[src/rtl/dot_product_mac_pkg.sv]
// Shared definitions for the dot-product MAC: FSM encoding, default widths, saturation limits.
// Saturation is enabled by defining DOT_PRODUCT_MAC_SAT_EN.
package dot_product_mac_pkg;
  typedef enum logic [1:0] {
    IDLE = 2'd0,
    MUL  = 2'd1,
    ACC  = 2'd2,
    OUT  = 2'd3
  } state_t;

  localparam int DEF_N         = 16;
  localparam int DEF_ACC_GUARD = 4;

  function automatic int acc_width(input int n, input int guard);
    return 2*n + guard;
  endfunction

  localparam int DEF_ACC_W = acc_width(DEF_N, DEF_ACC_GUARD);

  // Clamp values for the default accumulator width
  localparam logic [DEF_ACC_W-1:0] DEF_SAT_MAX = {1'b0, {(DEF_ACC_W-1){1'b1}}};
  localparam logic [DEF_ACC_W-1:0] DEF_SAT_MIN = {1'b1, {(DEF_ACC_W-1){1'b0}}};
endpackage

[src/rtl/mac_shift_add_mul.sv]
// Iterative unsigned shift-and-add multiplier: one multiplier bit per cycle, N cycles per product.
module mac_shift_add_mul
  import dot_product_mac_pkg::*;
#(
  parameter int N = DEF_N
) (
  input  logic           clk,
  input  logic           rst,
  input  logic           start,
  input  logic [N-1:0]   mcand,
  input  logic [N-1:0]   mplier,
  output logic [2*N-1:0] prod,
  output logic           done
);
  localparam int CW = (N > 1) ? $clog2(N) : 1;

  logic [N-1:0]  a_q, b_q;
  logic [CW-1:0] cnt;
  logic          busy;

  // done flags the cycle whose edge performs the final partial-product add
  assign done = busy && (cnt == CW'(N-1));

  always_ff @(posedge clk or posedge rst) begin
    if (rst) begin
      a_q  <= '0;
      b_q  <= '0;
      prod <= '0;
      cnt  <= '0;
      busy <= 1'b0;
    end else if (start) begin
      a_q  <= mcand;
      b_q  <= mplier;
      prod <= '0;
      cnt  <= '0;
      busy <= 1'b1;
    end else if (busy) begin
      if (b_q[cnt])
        prod <= prod + ({{N{1'b0}}, a_q} << cnt);
      cnt <= cnt + 1'b1;
      if (done)
        busy <= 1'b0;
    end
  end
endmodule

[src/rtl/dot_product_mac.sv]
// Signed dot-product MAC: sign-magnitude multiply via mac_shift_add_mul, then accumulate per vector.
// Define DOT_PRODUCT_MAC_SAT_EN to clamp the accumulator on overflow instead of wrapping.
module dot_product_mac
  import dot_product_mac_pkg::*;
#(
  parameter  int N         = DEF_N,
  parameter  int ACC_GUARD = DEF_ACC_GUARD,
  localparam int ACC_W     = 2*N + ACC_GUARD
) (
  input  logic             clk,
  input  logic             rst,
  input  logic             in_valid,
  output logic             in_ready,
  input  logic [N-1:0]     in_a,
  input  logic [N-1:0]     in_b,
  input  logic             in_last,
  output logic             out_valid,
  input  logic             out_ready,
  output logic [ACC_W-1:0] out_acc,
  output logic             out_ovf
);
  state_t           state;
  logic             sign, last;
  logic [ACC_W-1:0] acc, addend, sum;
  logic [N-1:0]     mag_a, mag_b;
  logic [2*N-1:0]   prod;
  logic             mul_start, mul_done, add_ovf;

  // -2^(N-1) negates to itself, which reads correctly as the unsigned magnitude
  assign mag_a     = in_a[N-1] ? -in_a : in_a;
  assign mag_b     = in_b[N-1] ? -in_b : in_b;
  assign mul_start = (state == IDLE) && in_valid && in_ready;

  assign addend  = sign ? -ACC_W'(prod) : ACC_W'(prod);
  assign sum     = acc + addend;
  assign add_ovf = (acc[ACC_W-1] == addend[ACC_W-1]) && (sum[ACC_W-1] != acc[ACC_W-1]);

`ifdef DOT_PRODUCT_MAC_SAT_EN
  localparam logic [ACC_W-1:0] SAT_MAX = {1'b0, {(ACC_W-1){1'b1}}};
  localparam logic [ACC_W-1:0] SAT_MIN = {1'b1, {(ACC_W-1){1'b0}}};
  logic [ACC_W-1:0] acc_nxt;
  assign acc_nxt = add_ovf ? (addend[ACC_W-1] ? SAT_MIN : SAT_MAX) : sum;
`else
  logic [ACC_W-1:0] acc_nxt;
  assign acc_nxt = sum;
`endif

  mac_shift_add_mul #(.N(N)) u_mul (
    .clk    (clk),
    .rst    (rst),
    .start  (mul_start),
    .mcand  (mag_a),
    .mplier (mag_b),
    .prod   (prod),
    .done   (mul_done)
  );

  always_ff @(posedge clk or posedge rst) begin
    if (rst) begin
      state     <= IDLE;
      in_ready  <= 1'b1;
      out_valid <= 1'b0;
      out_acc   <= '0;
      out_ovf   <= 1'b0;
      acc       <= '0;
      sign      <= 1'b0;
      last      <= 1'b0;
    end else begin
      case (state)
        IDLE: if (in_valid && in_ready) begin
          sign     <= in_a[N-1] ^ in_b[N-1];
          last     <= in_last;
          in_ready <= 1'b0;
          state    <= MUL;
        end
        MUL: if (mul_done) state <= ACC;
        ACC: begin
          acc <= acc_nxt;
          if (add_ovf) out_ovf <= 1'b1;
          if (last) begin
            state <= OUT;
          end else begin
            in_ready <= 1'b1;
            state    <= IDLE;
          end
        end
        OUT: begin
          // first OUT cycle publishes the result; it then holds until accepted
          if (!out_valid) begin
            out_valid <= 1'b1;
            out_acc   <= acc;
          end else if (out_ready) begin
            out_valid <= 1'b0;
            out_acc   <= '0;
            out_ovf   <= 1'b0;
            acc       <= '0;
            in_ready  <= 1'b1;
            state     <= IDLE;
          end
        end
        default: state <= IDLE;
      endcase
    end
  end
endmodule

[config.mk]
export PLATFORM = sky130hd
export DESIGN_NAME = dot_product_mac
export DESIGN_NICKNAME = d
export VERILOG_FILES = /design/src/rtl/dot_product_mac_pkg.sv /design/src/rtl/mac_shift_add_mul.sv /design/src/rtl/dot_product_mac.sv
export SDC_FILE = /design/constraint.sdc
export NUM_CORES = 1
export LEC_CHECK = 0
export ABC_AREA = 1
export BUFFER_PORTS_ARGS = -buffer_cell sky130_fd_sc_hd__buf_4
export CAP_MARGIN = 30
export CORE_ASPECT_RATIO = 0.9
export CORE_MARGIN = 4
export CORE_UTILIZATION = 35
export CTS_CLUSTER_SIZE = 28
export DETAILED_ROUTE_END_ITERATION = 16
export PLACE_DENSITY = 0.47
export SYNTH_ARGS = -nofsm -noshare
export SYNTH_HDL_FRONTEND = slang
export SYNTH_SLANG_ARGS = --single-unit
[constraint.sdc]
create_clock -name clk -period 6.5 [get_ports clk]
set_input_delay 0.325 -clock clk [delete_from_list [all_inputs] [get_ports clk]]
set_output_delay 0.325 -clock clk [all_outputs]
set_load 0.05 [all_outputs]
* After elaboration in Yosys (flattened, before gate mapping) *
Index checks and enable logic that the tools add are counted.

word-level totals
  register bits = 148

cells by class
  reductions and logical operators = 17
  shift-type cells = 1
  eq/ne operators = 13
  bitwise gates (word level) = 1
  muxes and demuxes = 34
  add/subtract/negate cells = 6
  $lt $le $gt $ge = 1

operators with widths
  kind                                                                          count
  36-bit two-way mux                                                            4
  32-bit two-way mux                                                            3
  36-bit case mux with 2 select lines                                           1
  36-bit adder                                                                  1
  32-bit negator with 36-bit output                                             1
  32-bit adder                                                                  1
  16-bit two-way mux                                                            2
  16-bit negator                                                                2
  16-bit by 4-bit << shifter with 32-bit output                                 1
  1-bit two-way mux                                                             13
  2-bit two-way mux                                                             5
  2-bit inequality test, second input constant                                  5
  4-bit two-way mux                                                             2
  2-bit case mux with 4 select lines                                            1
  4-bit AND reduction                                                           2
  2-bit AND reduction                                                           3
  2-bit nonzero test                                                            3
  1-bit logical AND                                                             5
  4-bit by 5-bit less-than comparator with 1-bit output, second input constant  1
  5-bit AND reduction                                                           1
  4-bit by 1-bit adder with 4-bit output, second input constant                 1
  1-bit binary-select mux with 4-bit select                                     1
  2-bit equality test, second input constant                                    2
  4-bit equality test, second input constant                                    1
  other kinds (10)                                                              11

* Depth between registers and ports, before layout *
Gate-level depths: netlist of the first run.

  depth after elaboration = 7
  gate-level depth with buffers = 23
  mapped depth without buffers = 23

* Hierarchy *
A second synthesis of the first run with hierarchy kept.

second synthesis, totals
  cells, all modules = 1,947
  area, all modules = 12,612.1 µm²

modules (own cells, without submodules)
  module             area an instance (µm²)  seq. area each (µm²)  instances  cells an instance
  dot_product_mac    6,860.3                 1,978.1               1          1,028
  mac_shift_add_mul  5,751.8                 1,726.7               1          919

* Worst setup path before layout of the first run *
Ideal clock, no wire load.

  kind = register to register
  start point = register u_mul.prod[1]
  end point = register out_ovf
  setup slack = 3.450 ns
  cell stages (with the launch flop) = 22
  period minus slack after synthesis = 3.050 ns
  required time = 6.381 ns
  arrival = 2.931 ns
  setup time = 0.119 ns
  path through = dfrtp_1 > inv_1 > ha_1 > nand4_1 > nor3_1 > nand3_1 > o21ai_2 > nand2_1 > xnor2_1 > inv_1 > ha_1 > nand2_1 > nor2_1 > nand2_1 > nor4_1 > nand2_1 > nand2_1 > nand2_1 > nand3_1 > nand2_1 > nand2_1 > nand2_1

on the way
  longest elaborated chain between the ends = 7
  elaborated cells between the ends (all ways) = 8
  classes of those cells = add/sub (2); eq/ne (3); mux (1); reduce/logical (2)

RTL lines
  what                                      RTL line                 text
  start, declared                           mac_shift_add_mul.sv:12  output logic [2*N-1:0] prod,
  start signal, assigned                    mac_shift_add_mul.sv:39  prod <= prod + ({{N{1'b0}}, a_q} << cnt);
  32-bit negator with 36-bit output         dot_product_mac.sv:34    assign addend = sign ? -ACC_W'(prod) : ACC_W'(prod);
  36-bit two-way mux *                      dot_product_mac.sv:34
  36-bit adder                              dot_product_mac.sv:35    assign sum = acc + addend;
  1-bit inequality test                     dot_product_mac.sv:36    assign add_ovf = (acc[ACC_W-1] == addend[ACC_W-1]) && (sum[ACC_W-1] != acc[ACC_W-1]);
  1-bit logical AND *                       dot_product_mac.sv:36
  2-bit inequality test (no source line) *  -
  4-bit AND reduction (no source line) *    -
  end signal, assigned                      dot_product_mac.sv:64    out_ovf <= 1'b0;
  end signal, assigned                      dot_product_mac.sv:79    if (add_ovf) out_ovf <= 1'b1;
  end signal, assigned                      dot_product_mac.sv:95    out_ovf <= 1'b0;
  end, declared                             dot_product_mac.sv:20    output logic out_ovf

Mark *: on every way between the ends. The rest lies on a longest branch, timed or not.
A chain may end at the register's enable or synchronous reset.

* Final worst setup path of the first run *
  start point = register u_mul.cnt[0]
  end point = register u_mul.prod[31]

on the way
  longest elaborated chain between the ends = 5
  elaborated cells between the ends (all ways) = 9
  classes of those cells = add/sub (1); shift (1); mux (5); reduce/logical (2)

RTL lines
  what                                           RTL line                 text
  start, declared                                mac_shift_add_mul.sv:18  logic [CW-1:0] cnt;
  start signal, assigned                         mac_shift_add_mul.sv:40  cnt <= cnt + 1'b1;
  16-bit by 4-bit << shifter with 32-bit output  mac_shift_add_mul.sv:39
  32-bit adder                                   mac_shift_add_mul.sv:39
  32-bit two-way mux                             mac_shift_add_mul.sv:38  if (b_q[cnt])
  32-bit two-way mux                             mac_shift_add_mul.sv:37  end else if (busy) begin
  32-bit two-way mux                             mac_shift_add_mul.sv:31  end else if (start) begin

Several ways; a longest one is shown, not always the timed one. The select of a mux whose other input is x is not followed.

==> results of run 1 <==
-- cells in the mapped netlist, types with 4 or more instances --
cell	number
a21boi_0	6
a21o_1	7
a21oi_1	101
a31oi_1	14
buf_2	16
clkbuf_1	28
dfrtp_1	147
ha_1	70
inv_1	236
inv_2	4
nand2_1	515
nand3_1	108
nand3b_1	5
nand4_1	17
nor2_1	211
nor3_1	21
nor4_1	9
o21ai_0	171
o21ai_1	17
o21bai_1	13
o22ai_1	43
o31ai_1	4
xnor2_1	19
xor2_1	41
-- cell families after synthesis --
group                      after synthesis  share of synthesized area
and+or+nand+nor                        901                      0.305
AOI/OAI and AO/OA                      386                      0.175
buffers and inverters                  289                     0.0924
DFF                                    148                      0.307
adders and majority gates               72                     0.0759
xor gates and xnor gates                60                     0.0436
muxes                                    1                   0.000830
-- cell type report --
cell class	count	area, um^2	share of cell area
timing repair buffer	83	666	0.0485
sequential	148	3700	0.270
clock buffer	19	433	0.0315
clock inverter	13	175	0.0128
inverter	242	916	0.0667
tap	462	578	0.0421
multi-input combinational	1420	7250	0.528
-- repair_timing --
action / in CTS / in global routing
hold buffers: 1 / 0
buffers inserted: 0 / 0
hold endpoints to repair: 1 / 0
-- path summary, 6_finish.rpt --
path	startpoint	endpoint	slack, ns	depth (start not counted)
setup reg to reg	u_mul.cnt[0]	u_mul.prod[31]	2.18	20
setup / recovery	u_mul.cnt[0]	u_mul.prod[31]	2.18	20
hold reg to reg	out_ovf	out_ovf	0.49	2
min in group asynchronous	rst	u_mul.prod[7]	0.53	3
max in group asynchronous	rst	in_ready	4.67	5
hold / removal	in_last	last	0.08	3
-- through the flow --
step	setup slack [ns]	instances	area, um^2
floorplan	2.20	1857	12100
global route	1.62	2387	13700
CTS	2.18	2387	13700
finish	2.18	2387	13700
detailed placement	2.21	2354	13100
global placement	2.29	2352	13000
-- layer usage --
layer / GRT usage / routed length [um] / vias up
met5: 0 / 0 / -
li1: - / - / 6193
met3: 0.0250 / 1480 / 31
met4: 0.0429 / 557 / 0
met2: 0.363 / 19200 / 212
met1: 0.318 / 20400 / 5732
-- registers in the layout, summed over array words and instances (netlist names) --
register / count
acc: 36
out_acc: 36
u_mul.prod: 32
u_mul.a_q: 16
u_mul.b_q: 16
u_mul.cnt: 4
state: 2
in_ready: 1
last: 1
out_ovf: 1
out_valid: 1
sign: 1
u_mul.busy: 1
-- worst max-delay path, stage by stage (launching register included) --
cell	delay, ns
dfrtp_1	0.96
inv_1	0.60
nand2_1	0.16
nand2_1	0.08
nand2_1	0.05
o21ai_0	0.13
nand2_1	0.10
o21ai_0	0.13
nand2_1	0.09
o21ai_0	0.15
ha_1	0.43
nand2_1	0.14
nor2_1	0.29
nand2_1	0.09
and2_1	0.14
nand2_1	0.25
nand3_1	0.11
nand2_1	0.10
nand3_1	0.08
nand2_1	0.08
nor2_1	0.04
-- placed cells by master (no fill, tap or decap), types with 2 or more instances in the layout --
| cell type | count |
|---|---|
| a31oi_1 | 14 |
| inv_6 | 3 |
| a21oi_2 | 2 |
| or2_2 | 3 |
| nor2_2 | 3 |
| a21oi_1 | 100 |
| nor2_1 | 210 |
| nand3b_1 | 5 |
| bufinv_16 | 3 |
| and2_1 | 2 |
| inv_2 | 4 |
| o22ai_1 | 43 |
| o21ai_2 | 2 |
| o21ai_0 | 171 |
| nor3_1 | 21 |
| and3_1 | 3 |
| xnor2_1 | 19 |
| inv_1 | 235 |
| buf_4 | 80 |
| clkbuf_16 | 17 |
| o21bai_1 | 13 |
| nand3_1 | 108 |
| buf_16 | 2 |
| nand4_1 | 17 |
| nor4_1 | 9 |
| o21ai_1 | 17 |
| a21boi_0 | 6 |
| ha_1 | 70 |
| o31ai_1 | 4 |
| clkbuf_1 | 2 |
| xor2_1 | 41 |
| clkinv_4 | 5 |
| nand2_1 | 515 |
| nand2_2 | 2 |
| o211ai_1 | 3 |
| nor2_4 | 2 |
| a21o_1 | 7 |
| fa_1 | 2 |
| dfrtp_1 | 147 |
==> results.sh, run 1 <==
export IMPL_maxCapViolCount=0
export IMPL_die_area_mm2=0.0375
export IMPL_postRouteAntennaNets=0
export IMPL_rows=64
export IMPL_crit_fanout=31
export IMPL_dp_hpwl_mm=33.2
export IMPL_initial_utilization=0.354
export IMPL_fp_dieW_um=204
export IMPL_core_area_mm2=0.0340
export IMPL_synth_area_leaders="dfrtp_1 (30%), nand2_1 (16%), inv_1 (7.3%), ha_1 (7.3%), o21ai_0 (7.1%)"
export IMPL_synth_seq_area_share=0.307
export IMPL_grt_pass1_wl_mm=65.7
export IMPL_syn_inst=1857
export IMPL_hold_viol=0
export IMPL_ys_ff_latch=148
export IMPL_grt_pass1_vias=11600
export IMPL_rsz0062_at_grt="false"
export IMPL_synth_cell_types=45
export IMPL_setup_tns_ns=0
export IMPL_setup_viol=0
export IMPL_grt_start_max_net_pins=77
export IMPL_htree_levels=4
export IMPL_cts_resized=0
export IMPL_nFillCells=3691
export IMPL_syn_area_mm2=0.0121
export IMPL_io_buffers=75
export IMPL_area_growth_pct=13.8
export IMPL_slew_viol_final=0
export IMPL_worst_slew_pin_slew_ns=0.944
export IMPL_max_slew_margin_rel=0.371
export IMPL_via_count=12200
export IMPL_die_h_um=184
export IMPL_crit_path_end_kind="register"
export IMPL_finalCritPeriodShare=0.664
export IMPL_ys_async_sr_fraction=1.00
export IMPL_final_util=0.403
export IMPL_nets=2021
export IMPL_max_freq_mhz=232
export IMPL_cts_tree="yes"
export IMPL_hold_ws_ns=0.0765
export IMPL_cts_root_buffer="clkbuf_16"
export IMPL_antenna_found_initial=0
export IMPL_hp_class="in2reg"
export IMPL_ys_flop_type="dfrtp_1"
export IMPL_drt_wirelength_per_cell_um=17.4
export IMPL_synth_edf_count=0
export IMPL_cts_buffers=17
export IMPL_cts_max_path_buffers=2
export IMPL_crit_required_ns=6.83
export IMPL_crit_type="reg2reg"
export IMPL_globalplace_congestion=0.919
export IMPL_synth_top_area_frac=0.305
export IMPL_final_setup_skew_ns=0.0114
export IMPL_drt_iter0_markers=759
export IMPL_clk_latency_ns=0.44
export IMPL_track_usage=0.221
export IMPL_synth_area_leader_cell="dfrtp_1"
export IMPL_min_period_ns=4.32
export IMPL_vias_per_cell=5.10
export IMPL_drc=0
export IMPL_pin_count=76
export IMPL_clkTransAtPathRegs_ns=0.07
export IMPL_syn_nets=1966
export IMPL_status="completed"
export IMPL_start_kind="register"
export IMPL_synth_warnings=0
export IMPL_drive_gt1_frac=0.0701
export IMPL_syn_avg_cell_area_um2=6.50
export IMPL_overflow=0
export IMPL_totalWireLength_mm=41.6
export IMPL_crit_arrival_ns=4.65
export IMPL_drt_pass1_iterations=5
export IMPL_antenna_cells=0
export IMPL_cts_sinks=148
Power of run 1 is left out: the tool's default activity adds up to more than one toggle a clock period on the data nets, which glitch-free logic cannot reach.
==> inputs of run 2 (changes only) <==
--- a/config.mk
+++ b/config.mk
@@ -5,7 +5,7 @@
 export SDC_FILE = /design/constraint.sdc
 export NUM_CORES = 1
 export LEC_CHECK = 0
-export ABC_AREA = 1
+export ABC_AREA = 0
 export BUFFER_PORTS_ARGS = -buffer_cell sky130_fd_sc_hd__buf_4
 export CAP_MARGIN = 30
 export CORE_ASPECT_RATIO = 0.9
@@ -13,7 +13,7 @@
 export CORE_UTILIZATION = 35
 export CTS_CLUSTER_SIZE = 28
 export DETAILED_ROUTE_END_ITERATION = 16
-export PLACE_DENSITY = 0.47
+export PLACE_DENSITY = 0.49
 export SYNTH_ARGS = -nofsm -noshare
 export SYNTH_HDL_FRONTEND = slang
 export SYNTH_SLANG_ARGS = --single-unit
==> constraint.sdc (replaced) <==
create_clock -name clk -period 3.8 [get_ports clk]
set_input_delay 0.19 -clock clk [delete_from_list [all_inputs] [get_ports clk]]
set_output_delay 0.19 -clock clk [all_outputs]
set_load 0.05 [all_outputs]
==> results.sh, run 2 <==
export IMPL_antenna_cells=0
export IMPL_crit_arrival_ns=4.48
export IMPL_ir_drop_v=0.000287
export IMPL_reg2reg_depth=14
export IMPL_die_area_mm2=0.0343
export IMPL_overflow=0
export IMPL_postRouteAntennaNets=0
export IMPL_cts_max_path_buffers=2
export IMPL_power_density_mw_per_mm2=232
export IMPL_ys_async_sr_fraction=1.00
export IMPL_rsz0062_at_grt="true"
export IMPL_synth_top_family_by_area="compound AO/OA/AOI/OAI gates"
export IMPL_synth_edf_count=0
export IMPL_synth_warnings=0
export IMPL_synth_cell_types=61
export IMPL_finalCritPeriodShare=1.09
export IMPL_min_period_ns=4.15
export IMPL_syn_nets=1394
export IMPL_cts_sinks=148
export IMPL_syn_area_mm2=0.0110
export IMPL_maxCapViolCount=0
export IMPL_drc=0
export IMPL_antenna_found_initial=0
export IMPL_track_usage=0.173
export IMPL_synth_area_mux_share=0.0525
export IMPL_core_area_mm2=0.0309
export IMPL_crit_path_end_kind="register"
export IMPL_layout_commonest_cell="buf_4"
export IMPL_drive_gt1_frac=0.304
export IMPL_register_area_mm2=0.00371
export IMPL_status="finished, violations left"
export IMPL_synth_top_area_frac=0.335
export IMPL_grt_start_max_net_pins=78
export IMPL_max_slew_margin_rel=0.414
export IMPL_setup_tns_ns=-1.48
export IMPL_nets=1660
export IMPL_critPathMaxStageDelay_ns=0.53
export IMPL_synth_seq_area_share=0.337
export IMPL_pin_count=76
export IMPL_totalWireLength_mm=30.1
export IMPL_numPlacedInstances=1915
export IMPL_initial_utilization=0.355
export IMPL_crit_fanout=4
export IMPL_final_cell_mix="buf_4 (291), nand2_1 (152), dfrtp_1 (146), o21ai_0 (102), nor2_1 (85)"
export IMPL_hp_class="in2reg"
export IMPL_crit_required_ns=4.12
export IMPL_crit_type="reg2reg"
export IMPL_synth_area_leaders="dfrtp_1 (33%), ha_1 (8.0%), o21ai_0 (6.2%), nand2_1 (5.4%), xor2_1 (4.2%)"
export IMPL_area_growth_pct=35.7
export IMPL_cp_cell_sequence="or4_4, or4_4, or3_4, o31ai_4, xnor2_1, ha_1, and3_4, and3_4, a31oi_1, a31oi_1, o31a_1, o21a_1, or3_1, a32o_1"
export IMPL_clk_latency_ns=0.44
export IMPL_dp_hpwl_mm=23.4
export IMPL_final_util=0.482
export IMPL_p_leak_nw=6.71
export IMPL_syn_avg_cell_area_um2=8.55
export IMPL_via_count=9983
export IMPL_violations="negative setup slack"
export IMPL_final_setup_skew_ns=0.0136
export IMPL_nFillCells=2984
export IMPL_hold_viol=0
export IMPL_yosys_area_share_adder=0.0834
export IMPL_drt_wirelength_per_cell_um=15.3
export IMPL_io_buffers=75
export IMPL_cpLargestDelayFamily="simple AND/OR/NAND/NOR gates"
export IMPL_synth_compound_area_share=0.228
export IMPL_setup_viol=9
export IMPL_fin_ws_ns=-0.355
export IMPL_finalNonFillerCells=1973
export IMPL_cts_buffers=17
export IMPL_rows=61
export IMPL_ys_ff_latch=148
export IMPL_clkTransAtPathRegs_ns=0.07
export IMPL_yosys_area_share_simple=0.183
export IMPL_hold_ws_ns=0.0408
export IMPL_ys_flop_type="dfrtp_1"
export IMPL_vias_per_cell=5.06
export IMPL_slew_viol_final=0
export IMPL_slowest_stage="or4_4"
export IMPL_multi_input_area_mm2=0.00756
export IMPL_critPathBufInv=0
export IMPL_synth_common_cells="nand2_1 (159), dfrtp_1 (147), o21ai_0 (136)"
export IMPL_fp_dieW_um=195
export IMPL_max_freq_mhz=241
export IMPL_worst_path_stages=14
export IMPL_grt_pass1_wl_mm=49.4
export IMPL_drt_iter0_markers=508
export IMPL_cts_root_buffer="clkbuf_16"
export IMPL_grt_pass1_vias=9725
export IMPL_top_regs="acc: 36 flops, out_acc: 36 flops, u_mul.prod: 32 flops"
export IMPL_synth_area_leader_cell="dfrtp_1"
export IMPL_synth_xor_area_frac=0.0837
export IMPL_globalplace_congestion=0.864
export IMPL_htree_levels=4
export IMPL_yosysMostFrequentCell="nand2_1"
export IMPL_holdPathStages=3
export IMPL_start_kind="register"
export IMPL_cts_tree="yes"
export IMPL_worst_slew_pin_slew_ns=0.877
export IMPL_drt_pass1_iterations=5
export IMPL_die_h_um=176
export IMPL_syn_inst=1285
-- run 2: cell count changes in the layout (fill, tap and decap cells not counted), moves of 69 or more --
cell and change:
buf_4 +211, inv_1 -208, nand2_1 -363, nand3_1 -76
nor2_1 -125, o21ai_0 -69
-- run 2: through the flow --
| step | power (W) | setup slack [ns] | cell area (um^2) |
|---|---|---|---|
| 6_report | 0.00345 | -0.355 | 14900 |
| 5_1_grt | 0.00359 | -0.535 | 14900 |
| 4_1_cts | 0.00351 | -0.351 | 14300 |
| 3_5_place_dp | 0.00173 | -0.397 | 13500 |
| 3_3_place_gp | 0.00173 | -0.386 | 13500 |
| 2_1_floorplan | 0.00167 | -0.270 | 11000 |
-- run 2: cells by family after synthesis --
| logic type | Yosys count |
|---|---|
| xor gates and xnor gates | 105 |
| and+or+nand+nor | 424 |
| buffers and inverters | 93 |
| muxes | 44 |
| AOI/OAI and AO/OA | 399 |
| adders and majority gates | 72 |
| DFF | 148 |
-- run 2: layout make-up --
cell class	count	area share
Timing Repair Buffer	306	0.161
Tap cell	409	0.0343
Sequential cell	148	0.249
Multi-Input combinational cell	1044	0.507
Clock buffer	18	0.0288
Clock inverter	14	0.0113
Inverter	34	0.00882
-- run 2: path summary, 6_finish.rpt --
path | slack [ns] | startpoint | endpoint
max in group asynchronous | 2.46 | rst | out_acc[28]
min in group asynchronous | 0.35 | rst | u_mul.prod[1]
hold reg to reg | 0.48 | u_mul.b_q[14] | u_mul.b_q[14]
hold / removal | 0.04 | in_b[14] | u_mul.b_q[15]
setup / recovery | -0.35 | u_mul.prod[17] | acc[30]
setup reg to reg | -0.35 | u_mul.prod[17] | acc[30]
-- run 2: power by group --
| group | switching [W] | leakage (nW) | internal, W |
|---|---|---|---|
| clock network | 0.000764 | 0.280 | 0.000991 |
| registers | 0 | 1.79 | 0.00157 |
| logic | 0.0000701 | 4.65 | 0.0000495 |
| total | 0.000834 | 6.71 | 0.00262 |
-- run 2: repair_timing --
item                       in CTS  in global routing
hold buffers                    2                  0
resized for setup              34                123
setup endpoints to repair      18                 30
buffers inserted                6                 18
pin swaps                      22                 39
hold endpoints to repair       23                  0
-- run 2: layer usage --
layer,up-vias,GRT usage,share of wire
met4,0,0.0349,0.010
met1,4590,0.256,0.52
met5,-,0,0
li1,5234,-,-
met3,19,0.0277,0.032
met2,140,0.270,0.44
-- run 2: worst reg2reg max path, cell delays in order (launching register included) --
cell and delay (ns):
dfrtp_1 0.38, or4_4 0.53, or4_4 0.51, or3_4 0.38, o31ai_4 0.19, xnor2_1 0.14, ha_1 0.28, and3_4 0.19
and3_4 0.17, a31oi_1 0.16, a31oi_1 0.09, o31a_1 0.30, o21a_1 0.18, or3_1 0.30, a32o_1 0.25
Power figures use the tool's default switching activity.
